===== src/rtl/parking_pkg.sv =====
// Shared types and constants for the parking lot controller and its upstream stages.
package parking_pkg;

  localparam int MAX_CAP       = 700;
  localparam int HOURS_PER_DAY = 24;

  typedef logic [4:0] hour_t;

  typedef enum logic {
    SEQ_SYNC,
    SEQ_RUN
  } seq_state_t;

endpackage


===== src/rtl/gate_event_fifo.sv =====
// One-bit event queue for one side of the lot; the stored bit means "university car".
// Simultaneous requests enqueue uni before pub, and a same-cycle pop frees a slot first.
module gate_event_fifo #(
  parameter int DEPTH = 4,
  localparam int CW = $clog2(DEPTH + 1),
  localparam int PW = $clog2(DEPTH)
) (
  input  logic          clk,
  input  logic          rst,
  input  logic          push_uni,
  input  logic          push_pub,
  input  logic          pop,
  output logic          head,
  output logic          empty,
  output logic [CW-1:0] count,
  output logic          overflow
);

  logic [DEPTH-1:0] mem;
  logic [PW-1:0]    rd_ptr, wr_ptr, pub_ptr, wr_next;
  logic [CW-1:0]    base, after_uni;
  logic             do_pop, acc_uni, acc_pub;

  function automatic logic [PW-1:0] ptr_inc(input logic [PW-1:0] p);
    return (p == PW'(DEPTH - 1)) ? '0 : p + PW'(1);
  endfunction

  assign empty  = (count == '0);
  assign head   = mem[rd_ptr];
  assign do_pop = pop & ~empty;

  always_comb begin
    base      = count - CW'(do_pop);
    acc_uni   = push_uni && (base < CW'(DEPTH));
    after_uni = base + CW'(acc_uni);
    acc_pub   = push_pub && (after_uni < CW'(DEPTH));
    pub_ptr   = acc_uni ? ptr_inc(wr_ptr) : wr_ptr;
    wr_next   = acc_pub ? ptr_inc(pub_ptr) : pub_ptr;
  end

  always_ff @(posedge clk or posedge rst) begin
    if (rst) begin
      mem      <= '0;
      rd_ptr   <= '0;
      wr_ptr   <= '0;
      count    <= '0;
      overflow <= 1'b0;
    end else begin
      if (acc_uni) mem[wr_ptr] <= 1'b1;
      if (acc_pub) mem[pub_ptr] <= 1'b0;
      if (do_pop) rd_ptr <= ptr_inc(rd_ptr);
      wr_ptr   <= wr_next;
      count    <= after_uni + CW'(acc_pub);
      overflow <= overflow | (push_uni & ~acc_uni) | (push_pub & ~acc_pub);
    end
  end

endmodule


===== src/rtl/parking_gate_sequencer.sv =====
// Queues gate events and hands at most one entry and one exit to the lot per update pass,
// changing its event outputs only right after the rising edge of the lot's ready signal.
module parking_gate_sequencer
  import parking_pkg::*;
#(
  parameter int    DEPTH          = 4,
  parameter int    TICKS_PER_HOUR = 60,
  parameter hour_t START_HOUR     = 5'd8,
  localparam int   CW             = $clog2(DEPTH + 1),
  localparam int   TW             = $clog2(TICKS_PER_HOUR)
) (
  input  logic          clk,
  input  logic          rst,
  input  logic          uni_entry_req,
  input  logic          pub_entry_req,
  input  logic          uni_exit_req,
  input  logic          pub_exit_req,
  input  logic          lot_ready,
  output logic          car_entered,
  output logic          is_uni_car_entered,
  output logic          car_exited,
  output logic          is_uni_car_exited,
  output hour_t         in_out_time,
  output logic [CW-1:0] entry_count,
  output logic [CW-1:0] exit_count,
  output logic          entry_overflow,
  output logic          exit_overflow
);

  seq_state_t    state;
  logic          lot_ready_q, pass_done;
  logic          entry_head, entry_empty, exit_head, exit_empty;
  logic [TW-1:0] tick;

  assign pass_done = lot_ready & ~lot_ready_q;

  gate_event_fifo #(.DEPTH(DEPTH)) u_entry_fifo (
    .clk      (clk),
    .rst      (rst),
    .push_uni (uni_entry_req),
    .push_pub (pub_entry_req),
    .pop      (pass_done),
    .head     (entry_head),
    .empty    (entry_empty),
    .count    (entry_count),
    .overflow (entry_overflow)
  );

  gate_event_fifo #(.DEPTH(DEPTH)) u_exit_fifo (
    .clk      (clk),
    .rst      (rst),
    .push_uni (uni_exit_req),
    .push_pub (pub_exit_req),
    .pop      (pass_done),
    .head     (exit_head),
    .empty    (exit_empty),
    .count    (exit_count),
    .overflow (exit_overflow)
  );

  // The init pass in SYNC has nothing to retire, so both states load the queue heads alike.
  always_ff @(posedge clk or posedge rst) begin
    if (rst) begin
      state              <= SEQ_SYNC;
      lot_ready_q        <= 1'b0;
      car_entered        <= 1'b0;
      is_uni_car_entered <= 1'b0;
      car_exited         <= 1'b0;
      is_uni_car_exited  <= 1'b0;
    end else begin
      lot_ready_q <= lot_ready;
      if (pass_done) begin
        case (state)
          SEQ_SYNC: state <= SEQ_RUN;
          SEQ_RUN:  state <= SEQ_RUN;
          default:  state <= SEQ_SYNC;
        endcase
        car_entered        <= ~entry_empty;
        is_uni_car_entered <= ~entry_empty & entry_head;
        car_exited         <= ~exit_empty;
        is_uni_car_exited  <= ~exit_empty & exit_head;
      end
    end
  end

  always_ff @(posedge clk or posedge rst) begin
    if (rst) begin
      tick        <= '0;
      in_out_time <= START_HOUR;
    end else if (tick == TW'(TICKS_PER_HOUR - 1)) begin
      tick        <= '0;
      in_out_time <= (in_out_time == hour_t'(HOURS_PER_DAY - 1)) ? '0 : in_out_time + 5'd1;
    end else begin
      tick <= tick + TW'(1);
    end
  end

endmodule


===== config.mk =====
export PLATFORM = sky130hd
export DESIGN_NAME = parking_gate_sequencer
export DESIGN_NICKNAME = d
export VERILOG_FILES = /design/src/rtl/parking_pkg.sv /design/src/rtl/gate_event_fifo.sv /design/src/rtl/parking_gate_sequencer.sv
export SDC_FILE = /design/constraint.sdc
export NUM_CORES = 1
export LEC_CHECK = 0
export CORE_MARGIN = 2
export CORE_UTILIZATION = 52
export CTS_BUF_LIST = sky130_fd_sc_hd__clkbuf_4 sky130_fd_sc_hd__clkbuf_8
export DETAILED_ROUTE_END_ITERATION = 8
export PLACE_DENSITY_LB_ADDON = 0.3
export RECOVER_POWER = 25
export SLEW_MARGIN = 20
export SYNTH_ARGS = -nofsm -noshare
export SYNTH_HDL_FRONTEND = slang
export SYNTH_SLANG_ARGS = --single-unit

===== constraint.sdc =====
create_clock -name clk -period 3.2 [get_ports clk]
set_input_delay 0.48 -clock clk [delete_from_list [all_inputs] [get_ports clk]]
set_output_delay 0.48 -clock clk [all_outputs]
set_load 0.01 [all_outputs]

==> results.md <==
- The vertical die dimension is 68.65 µm.
- The worst setup path is captured at a register.
- The summed instance area of the synthesized netlist is 2173 µm².
- The share of synthesized area occupied by flip-flops and latches is 46.11%.
- The final weighted congestion in routability-driven placement is 0.8220.
- Setup violations remaining at the end of the flow were counted as 0.
- STA classifies the critical path startpoint as an input pin.
- In this run the worst hold path is classified as register to register.
- Setup repair after global routing left no endpoint under its margin.
- The worst hold path stage count is 1.
- The tool flagged a number of max-cap violations equal to 1.
- STA puts the critical path data arrival time at 3.21 ns.
- The flow ran to the end, but the final reports show violations.
- The proportion of synthesized flip-flops having asynchronous set or reset is 100.0%.
- The average via count per standard cell is 5.321.
- The final antenna-violating net count is 0.
- The root buffer cell chosen for the clock tree is sky130_fd_sc_hd__clkbuf_8.
- The initial detailed-routing violation count is 55.
- The via count of the first global-routing pass is 1488.
- The die is 68.65 µm wide.
- The critical-path maximum fanout is 4.
- The wire length of the first global-routing pass is 6.472 mm.
- The number of synthesized register bits is 40.
- Across the VDD grid, the largest voltage drop is 0.4885 mV.
- The slowest cell on the critical path is sky130_fd_sc_hd__clkdlybuf4s50_1.
- After layout, the worst path uses 93.33% of the clock period.
- The die covers 4713 µm².
- For this run, the top clock speed supported by timing is 334.8 MHz.
- Clock-pin slew was measured on the worst setup and hold paths at 0.08 ns.
- Compared with the post-synthesis result, the final layout area differs by 21.47%.
- The sum of overflow across all layers after global routing is 0.
- For this configuration, the core starts out at a cell density of 54.33%.
- With fillers left out, the area of the finished cells amounts to 2640 µm².
- The HPWL after detailed placement is 2.888 mm.
- The clock reaches the later pin of the worst-skew pair after 0.30 ns.
- The post-cts resize count is 0.
- The largest clock skew in the final design is 0.006809 ns.
- The routed layout has 1474 vias.
- The cell type with the largest total area after synthesis is sky130_fd_sc_hd__dfrtp_1.
- The share of synthesized area in the top cell type comes to 44.91%.
- Yosys mapped a number of flops with a built-in enable equal to 0.
- Summing all placed instances gives a cell area of 2520 µm².
- The worst reg2reg path depth is 14.
- The total power density per cell area is 893.8 nW/µm².
- Entering global routing, the biggest net connects 41 pins.
- Traced cell by cell, the critical path runs through clkdlybuf4s50_1 > nand2b_1 > nor2_2 > ha_1 > ha_1 > xnor2_2 > and2_4 > ha_1 > ha_1 > inv_1 > xnor2_2 > and2_4 > ha_1 > ha_1 > xnor2_1.
- The total power of the final layout is 2360 µW.
- The maximum level of the CTS H-tree is 2.
- The smallest clock period supported by the final layout is computed as 2.987 ns.
- Counting every net in the synthesized netlist gives 228.
- The final routed DRC violation total is 0.
- For this design, the CTS-stage hold fixing added 0 buffers.
- The initial antenna violation count is 0.
- The core area is 4000 µm².
- The headroom to the max-slew limit is -39.84%.
- The pre-CTS worst setup slack is -0.1437 ns.
- The pin slew with the least headroom to its limit is 2.098 ns.
- The post-route non-filler standard cell count is 277.
- For this run, the leading register cell type out of synthesis is sky130_fd_sc_hd__dfrtp_1.
- TritonCTS built the clock tree.
- For this run, the number of Yosys warnings is 0.
- The floorplan has 23 rows.
- The final-report max-slew violation count is 41.
- The count of endpoints failing hold in the final timing report is 0.
- The first detailed-routing pass took 4 iterations.
- Among the stages of the critical path, the cell type that occurs most often is sky130_fd_sc_hd__ha_1.
- The clock buffer count from CTS is 5.
- The analysis attributes to cell leakage a power of 0.001265 µW.
- In this run, distinct cell masters in the synthesized netlist total 32.
- The wire length per cell is 13.94 µm.
- In the post-synthesis netlist, the biggest area contributors are sky130_fd_sc_hd__dfrtp_1 (45%), sky130_fd_sc_hd__ha_1 (18%), sky130_fd_sc_hd__a21oi_1 (5.3%), sky130_fd_sc_hd__inv_1 (3.3%), sky130_fd_sc_hd__xnor2_1 (3.2%).
- The count of buffers added on input and output ports is 23.
- The worst setup slack after layout is 0.2134 ns.
- The worst setup path is of the input pin to register kind.
- The checks that failed: max-capacitance violations, max-slew violations.
- CTS saw 40 sinks.
- The total setup buffers inserted after CTS is 0.
- Wires add up to 3.860 mm.
- The worst endpoint required time is 3.42 ns.
- In the global route stage, overall resource usage came out at 19.32%.
- The number of diodes added for antenna fixing is 0.
- The delay contributed by the slowest stage of the critical path is 0.44 ns.
- The fraction of final layout cells with drive strength greater than 1 is 17.18%.
- Counting every instance in the synthesized netlist gives 189.
- Counting tap cells, the placed design contains a total of 269 instances.
- The accumulated negative setup slack is 0 ns.
- The clock passes through at most 2 buffers.
- The mean area per synthesized cell is 11.50 µm².
- The final layout net count is 265.
- During I/O placement, the number of pins put on the boundary was 24.
## synthesized netlist by cell type (2+ instances only)
master                      n
sky130_fd_sc_hd__a21o_1     2
sky130_fd_sc_hd__a21oi_1   23
sky130_fd_sc_hd__a21oi_2    4
sky130_fd_sc_hd__a22o_1     3
sky130_fd_sc_hd__a311o_1    2
sky130_fd_sc_hd__and2_1     2
sky130_fd_sc_hd__and2_4     2
sky130_fd_sc_hd__buf_2      2
sky130_fd_sc_hd__buf_6      2
sky130_fd_sc_hd__dfrtp_1   39
sky130_fd_sc_hd__ha_1      32
sky130_fd_sc_hd__inv_1     19
sky130_fd_sc_hd__mux2_1     2
sky130_fd_sc_hd__mux2_2     5
sky130_fd_sc_hd__mux2i_1    3
sky130_fd_sc_hd__mux4_2     2
sky130_fd_sc_hd__nand2_1    5
sky130_fd_sc_hd__nand3_1    3
sky130_fd_sc_hd__nand4_1    3
sky130_fd_sc_hd__nor2_1    11
sky130_fd_sc_hd__nor3_1     2
sky130_fd_sc_hd__o211ai_1   2
sky130_fd_sc_hd__o21ai_0    2
sky130_fd_sc_hd__xnor2_1    8
sky130_fd_sc_hd__xnor2_2    2
## cell families (layout without fill, tap and decap cells)
logic type / after synthesis / after routing / share of synthesized area, %
adders and majority gates: 32 / 32 / 18.42
xor gates and xnor gates: 11 / 11 / 5.124
and+or+nand+nor: 32 / 32 / 7.427
muxes: 12 / 12 / 7.081
AOI/OAI and AO/OA: 38 / 38 / 10.88
buffers and inverters: 24 / 62 / 4.951
DFF: 40 / 40 / 46.11
## layout make-up
cell class	count	area, µm²
Timing Repair Buffer	35	316.6
Multi-Input combinational cell	125	1076
Clock buffer	5	68.82
Tap cell	50	62.56
Clock inverter	3	42.54
Fill cell	279	1360
Sequential cell	40	1002
Inverter	19	71.32
## final timing paths
check | from | endpoint | slack (ns)
setup reg to reg | u_entry_fifo.count[0]$_DFF_PP0_ | u_entry_fifo.count[2]$_DFF_PP0_ | 0.33
hold reg to reg | car_entered$_DFFE_PP0P_ | car_entered$_DFFE_PP0P_ | 0.48
setup / recovery | lot_ready | u_entry_fifo.count[2]$_DFF_PP0_ | 0.21
max in group asynchronous | rst | u_exit_fifo.mem[0]$_DFF_PP0_ | 0.62
hold / removal | car_entered$_DFFE_PP0P_ | car_entered$_DFFE_PP0P_ | 0.48
min in group asynchronous | rst | tick[3]$_DFF_PP0_ | 1.38
## worst max-delay path: cells and delay by family
family	cells	cell delay, ns
fa+ha+maj	6	1.16
simple gates	4	0.60
buf+inv	2	0.56
xor+xnor	3	0.41
## metrics by stage
step	utilization [%]	hold WS, ns
after floorplan	-	0.4752
after global placement	63.00	0.4595
after detailed placement	63.00	0.4652
after CTS	65.78	0.4833
after global routing	66.00	0.5012
final	66.00	0.4799
## power by group
group,internal [µW],switching [µW]
Sequential,681,133
Clock,231,179
Combinational,586,550
## state kept, by name, indices dropped and copies added, names as in the netlist, 2 cells and up
register	cells
tick	6
in_out_time	5
u_entry_fifo.mem	4
u_exit_fifo.mem	4
u_entry_fifo.count	3
u_exit_fifo.count	3
u_entry_fifo.rd_ptr	2
u_entry_fifo.wr_ptr	2
u_exit_fifo.rd_ptr	2
u_exit_fifo.wr_ptr	2
## layer usage
metal	GRT usage, %	share of wire [%]	vias to the layer above
met5	0	0	-
met2	33.77	52	22
met3	6.656	4.0	11
li1	-	-	718
met4	8.250	2.4	0
met1	21.19	41	723
## layout by cell type (no fill, tap or decap), drive strengths merged, types with 2 or more instances in the layout
cell type,count
mux4,2
a22o,3
nor2,12
nor3,2
nand4,3
nand3,3
a21oi,27
o21ai,2
xnor2,10
o211ai,2
mux2i,3
and2,4
inv,19
clkdlybuf4s50,22
a21o,2
clkbuf,6
ha,32
buf,11
dfrtp,39
mux2,7
nand2,5
a311o,2
(Power assumes the default switching activity.)
